### src/rtl/de_hazard_scoreboard.sv
// Per-register pending-write scoreboard producing the decode-stage stall.
// Each architectural register has a small counter of issued-but-unretired
// writers; source reads against a nonzero counter stall DE unless the write
// retires in the same cycle.
module de_hazard_scoreboard #(
  parameter int unsigned REGNOBITS = 5,
  parameter int unsigned REGWORDS  = 32,
  parameter int unsigned CNTBITS   = 2
) (
  input  logic                 clk,
  input  logic                 reset,
  input  logic                 issue_valid,
  input  logic                 issue_wr_reg,
  input  logic [REGNOBITS-1:0] issue_rd,
  input  logic                 rs1_read,
  input  logic [REGNOBITS-1:0] rs1,
  input  logic                 rs2_read,
  input  logic [REGNOBITS-1:0] rs2,
  input  logic                 retire_valid,
  input  logic [REGNOBITS-1:0] retire_rd,
  input  logic                 flush_all,
  output logic                 stall_DE,
  output logic                 issue_accept,
  output logic [REGWORDS-1:0]  busy_vec,
  output logic [3:0]           inflight_cnt,
  output logic                 err_underflow,
  output logic                 err_overflow
);

  localparam logic [CNTBITS-1:0] CNT_MAX = '1;
  localparam logic [CNTBITS-1:0] CNT_ONE = CNTBITS'(1);

  logic [CNTBITS-1:0] cnt     [REGWORDS];
  logic [CNTBITS-1:0] cnt_nxt [REGWORDS];
  logic [3:0]         inflight_q;
  logic [3:0]         inflight_nxt;
  logic               err_underflow_q;
  logic               err_overflow_q;
  logic               underflow_set;
  logic               overflow_set;

  logic               rs1_busy;
  logic               rs2_busy;
  logic               rd_full;
  logic               inc_any;
  logic               dec_any;
  logic               dec_eff;
  logic [REGWORDS-1:0] inc_vec;
  logic [REGWORDS-1:0] dec_vec;

  // Effective busy of the sources: a retire of the last pending writer
  // releases the hazard this same cycle (register file writes on the falling edge).
  always_comb begin
    rs1_busy = (cnt[rs1] != '0) &&
               !(retire_valid && (retire_rd == rs1) && (cnt[rs1] == CNT_ONE));
    rs2_busy = (cnt[rs2] != '0) &&
               !(retire_valid && (retire_rd == rs2) && (cnt[rs2] == CNT_ONE));
    rd_full  = (cnt[issue_rd] == CNT_MAX) &&
               !(retire_valid && (retire_rd == issue_rd));
    stall_DE = issue_valid &&
               ((rs1_read && (rs1 != '0) && rs1_busy) ||
                (rs2_read && (rs2 != '0) && rs2_busy) ||
                (issue_wr_reg && (issue_rd != '0) && rd_full));
    issue_accept = issue_valid && !stall_DE;
  end

  // Decoded increment/decrement requests; register 0 is never tracked.
  always_comb begin
    inc_any = issue_accept && issue_wr_reg && (issue_rd != '0);
    dec_any = retire_valid && (retire_rd != '0);
    inc_vec = REGWORDS'(inc_any) << issue_rd;
    dec_vec = REGWORDS'(dec_any) << retire_rd;
    // An underflowing retire (zero count, no same-register issue) is not a real release.
    dec_eff = dec_any &&
              !((cnt[retire_rd] == '0) && !(inc_any && (issue_rd == retire_rd)));
  end

  // Next-state of every counter plus error detection.
  always_comb begin
    cnt_nxt       = cnt;
    underflow_set = 1'b0;
    overflow_set  = 1'b0;
    for (int i = 1; i < int'(REGWORDS); i++) begin
      if (inc_vec[i] && !dec_vec[i]) begin
        if (cnt[i] == CNT_MAX) overflow_set = 1'b1;
        else                   cnt_nxt[i] = cnt[i] + CNT_ONE;
      end else if (dec_vec[i] && !inc_vec[i]) begin
        if (cnt[i] == '0) underflow_set = 1'b1;
        else              cnt_nxt[i] = cnt[i] - CNT_ONE;
      end
    end
    cnt_nxt[0] = '0;
  end

  // Net in-flight write count.
  always_comb begin
    inflight_nxt = inflight_q;
    if (inc_any && !dec_eff)      inflight_nxt = inflight_q + 4'd1;
    else if (dec_eff && !inc_any) inflight_nxt = inflight_q - 4'd1;
  end

  // State register; flush clears tracking but keeps the sticky errors.
  always_ff @(posedge clk or negedge reset) begin
    if (!reset) begin
      cnt             <= '{default: '0};
      inflight_q      <= '0;
      err_underflow_q <= 1'b0;
      err_overflow_q  <= 1'b0;
    end else if (flush_all) begin
      cnt        <= '{default: '0};
      inflight_q <= '0;
    end else begin
      cnt             <= cnt_nxt;
      inflight_q      <= inflight_nxt;
      err_underflow_q <= err_underflow_q | underflow_set;
      err_overflow_q  <= err_overflow_q | overflow_set;
    end
  end

  // Registered view of per-register busy state.
  always_comb begin
    for (int i = 0; i < int'(REGWORDS); i++) begin
      busy_vec[i] = (cnt[i] != '0);
    end
  end

  assign inflight_cnt  = inflight_q;
  assign err_underflow = err_underflow_q;
  assign err_overflow  = err_overflow_q;

endmodule
### config.mk
export PLATFORM = sky130hd
export DESIGN_NAME = de_hazard_scoreboard
export DESIGN_NICKNAME = d
export VERILOG_FILES = /design/src/rtl/de_hazard_scoreboard.sv
export SDC_FILE = /design/constraint.sdc
export NUM_CORES = 1
export LEC_CHECK = 0
export ABC_AREA = 1
export ABC_CLOCK_PERIOD_IN_PS = 6900
export BUFFER_PORTS_ARGS = -buffer_cell sky130_fd_sc_hd__buf_4
export CAP_MARGIN = 20
export CORE_MARGIN = 5
export CORE_UTILIZATION = 60
export CTS_CLUSTER_DIAMETER = 120
export DETAILED_ROUTE_END_ITERATION = 10
export PLACE_DENSITY = 0.81
export SLEW_MARGIN = 30
export SYNTH_ARGS = -nofsm -noshare
export SYNTH_HDL_FRONTEND = slang
export SYNTH_SLANG_ARGS = --single-unit
### constraint.sdc
create_clock -name clk -period 6.9 [get_ports clk]
set_clock_uncertainty 0.2 [all_clocks]
set_input_delay 0.345 -clock clk [delete_from_list [all_inputs] [get_ports clk]]
set_output_delay 0.345 -clock clk [all_outputs]
set_load 0.05 [all_outputs]
==> results.md <==
* Status: finished clean
* Setup WS pre-CTS at 2.904 ns
* MaxCap Viol Count at 0
* Main combinational cell family by area after synthesis: simple AND/OR/NAND/NOR gates
* Logic pwr share at 0.244
* Largest net degree at the start of global routing at 69
* Top cell type's share of synthesized area at 0.2521
* Reg2reg start: cnt[48]
* Port Buf Inserts at 66
* P_sw at 405.7 uW
* Hold Startpoint: err_overflow
* Most used DFF post-synth: dfrtp_1
* Multi-input logic area at 4270 sq um
* Slew @ Worst Pin at 0.9531 ns
* Vias per inst at 6.342
* Final period util at 0.5464
* Layout cell share with drive strength beyond 1 at 0.09745
* Slew headroom at 0.3623
* Fin crit period at 3.770 ns
* Pwr Density at 158.1 nW/um^2
* Final WL at 25870 microns
* Synth Instances at 1107
* Synth cell types at 45
* First-pass GRT wire length at 40100 microns
* Flop pwr share at 0.356
* Vias in the first global route at 7459
* Post-detail-place hpwl at 19170 microns
* CTS tree: built
* CP startpoint kind: input pin
* FP Rows at 38
* Crit path max-delay cell type: inv_1
* Clk Latency, worst-skew pair at 0.35 ns
* Critical path, cell by cell: buf_4, inv_1, nand2_1, nand2_1, nand2_1, nand4_1, nand2_1, nand3b_1, nor2_1, nand2_2, nand4_4, nor2_8, nand2_1, nand4_1, nand2_1, nand2_1, ha_1, nand2_1, nor2_1, a211oi_1, nand3b_1, nand3_1, nand2_1
* Mapped cell area at 6749 sq um
* Setup Viol. Count Final at 0
* CP Max Fanout at 35
* Kind of critical path: input pin to register
* Number of flops mapped to enable cells by yosys at 0
* 1st-iter DRT viols at 1320
* Async SR Flop Fraction at 1.000
* Total core area at 10940 sq um
* Mean Syn Cell Area at 6.097 sq um
* DRC Markers at 0
* Synth area leaders: dfrtp_1 25%, nand2_1 17%, nand3_1 9.1%
* Fin nets at 1165
* Hold Vio Cnt, Final at 0
* CTS root buf: clkbuf_16
* Seq/Total Area, Yosys at 0.2521
* Maximum root-to-sink buffer count at 2
* Max Transition Viols Final at 0
* Die width at 116.1 microns
* Synth Area in Simple Gates at 0.4281
* Clk pwr share at 0.400
* Area delta synth->final at 9.807%
* CP top delay family: simple AND/OR/NAND/NOR gates
* Crit end category: register
* DR vias at 8112
* Ant diodes at 0
* Flop and latch count out of synthesis at 68
* Min-delay worst type: register to register
* Area leader, netlist: dfrtp_1
* GRT overflow at 0
* CTS clock-pin slew for the worst setup and hold paths at 0.05 ns
* 1st-pass router iterations at 6
* Chip height at 116.1 microns
* Post-Synth Adder-Cell Area at 0.006674
* TNS Setup at 0 ns
* Antenna Violating Nets Remaining at 0
* Most common cell after layout, fill and taps aside: nand2_1
* Max H-tree Level at 3
* GPL Wtd Cong at 1.037
* Drt wl/cell at 20.23 microns
* Setup slack after layout at 3.130 ns
* F_max at 265.2 MHz
* Most common cell on crit path: nand2_1
* Fillers at 1034
* Compound-cell area share of the yosys netlist at 0.1585
* Most frequent cells in the layout: 309 x nand2_1, 152 x nor2_1, 123 x nand3_1
* Die area at 13470 sq um
* FF+latch area at 1702 sq um
* Crit path launch: issue_rd[2]
* Clock sink count at 68
* VDD IR max at 0.1997 mV
* CP peak stage delay at 0.63 ns
* Bufs and invs on worst path at 2
* Mux share of post-synthesis cell area at 0
* Crit path arrival time at 3.86 ns
* CTS buffer count at 9
* Io pins at 68
* Syn Nets at 1138
* Global Route Usage Sum at 0.3892
* Post-Synth XOR/XNOR Area at 0.03893
* Pint at 765.6 uW
* Worst endpoint required time at 6.99 ns
* RSZ-0062 raised after global routing: no
* # Post-CTS Setup Buffers at 0
* Switching Fraction at 0.3464
* LEAKAGE at 0.003453 uW
* Initial Util at 0.6172
* Yosys warns at 0
* Antenna violations before repair at 0
==> through the flow <==
| step | area, sq um | hold WS (ns) | power [uW] | std cells | util |
|---|---|---|---|---|---|
| floorplan | 6749 | -0.1506 | 620.2 | 1107 | - |
| global placement | 7112 | 0.1658 | 698.2 | 1262 | 0.6503 |
| detailed placement | 7112 | 0.1737 | 700.4 | 1262 | 0.6503 |
| CTS | 7407 | 0.1861 | 1160 | 1279 | 0.6773 |
| global route | 7411 | 0.2070 | 1210 | 1279 | 0.6777 |
| finish | 7411 | 0.1838 | 1171 | 1279 | 0.6777 |
==> cells in the mapped netlist (6+ instances only) <==
cell type and n:
nand2_1 309, or2_1 14, inv_1 115, clkbuf_1 14, xnor2_1 13, a21oi_1 31, a311oi_1 27, nand3_1 123
a22oi_1 7, xor2_1 17, buf_4 9, o21ai_0 38, o211ai_1 21, o21ai_1 19, dfrtp_1 68, buf_6 8
nand4_1 39, inv_2 7, nor2_1 152, buf_2 17, o21ai_2 6
==> routing by layer <==
metal,routed length (microns),GRT usage
met4,1430,0.2127
met2,10500,0.5443
met5,0,0
met1,10290,0.5421
met3,3653,0.1065
==> cell families after synthesis <==
family / Yosys count
adder cells (fa/ha/maj): 3
XOR/XNOR: 30
AND/OR/NAND/NOR: 662
AO/OA/AOI/OAI: 167
other: 1
buffers and inverters: 176
flip-flops: 68
==> power groups by stage <==
stage	sequential (uW)	combinational (uW)	clock, uW
6_report	417	286	468
2_1_floorplan	441	179	0
4_1_cts	417	279	464
3_5_place_dp	424	277	0
3_3_place_gp	424	274	0
5_1_grt	418	308	485
==> timing repair <==
item,CTS,global route
resized for setup,0,0
hold buffers,1,0
endpoints found under the hold margin,68,0
==> worst register-to-register path, stage by stage (launching register included) <==
cell	delay, ns
dfrtp_1	0.45
nand2_1	0.15
nor2_1	0.05
o21ai_0	0.27
nand3_1	0.13
a21boi_0	0.21
nor2_1	0.08
nand2_2	0.10
nand4_4	0.15
nor2_8	0.41
nand2_1	0.12
nand4_1	0.09
nand2_1	0.07
nand2_1	0.18
ha_1	0.30
nand2_1	0.08
nor2_1	0.04
a211oi_1	0.21
nand3b_1	0.14
nand3_1	0.08
nand2_1	0.06
==> worst paths after layout <==
| path | endpoint | depth (start not counted) | slack [ns] |
|---|---|---|---|
| hold reg to reg | err_overflow | 0 | 0.18 |
| setup reg to reg | inflight_cnt[3] | 20 | 3.27 |
| max in group asynchronous | cnt[58] | 2 | 5.66 |
| hold / removal | err_overflow | 0 | 0.18 |
| setup / recovery | inflight_cnt[3] | 23 | 3.13 |
| min in group asynchronous | err_overflow | 2 | 0.38 |
==> state kept, by name (all words and copies together) (netlist names) <==
register and flops:
inflight_cnt 4, cnt 62, err_overflow 1, err_underflow 1
==> final cells by class <==
| class | count | area share |
|---|---|---|
| Tap cell | 140 | 0.02364 |
| Clock inverter | 5 | 0.007091 |
| Inverter | 125 | 0.06331 |
| Timing Repair Buffer | 67 | 0.06872 |
| Sequential cell | 68 | 0.2296 |
| Multi-Input combinational cell | 863 | 0.5762 |
| Clock buffer | 11 | 0.03140 |
(Power assumes the default switching activity.)
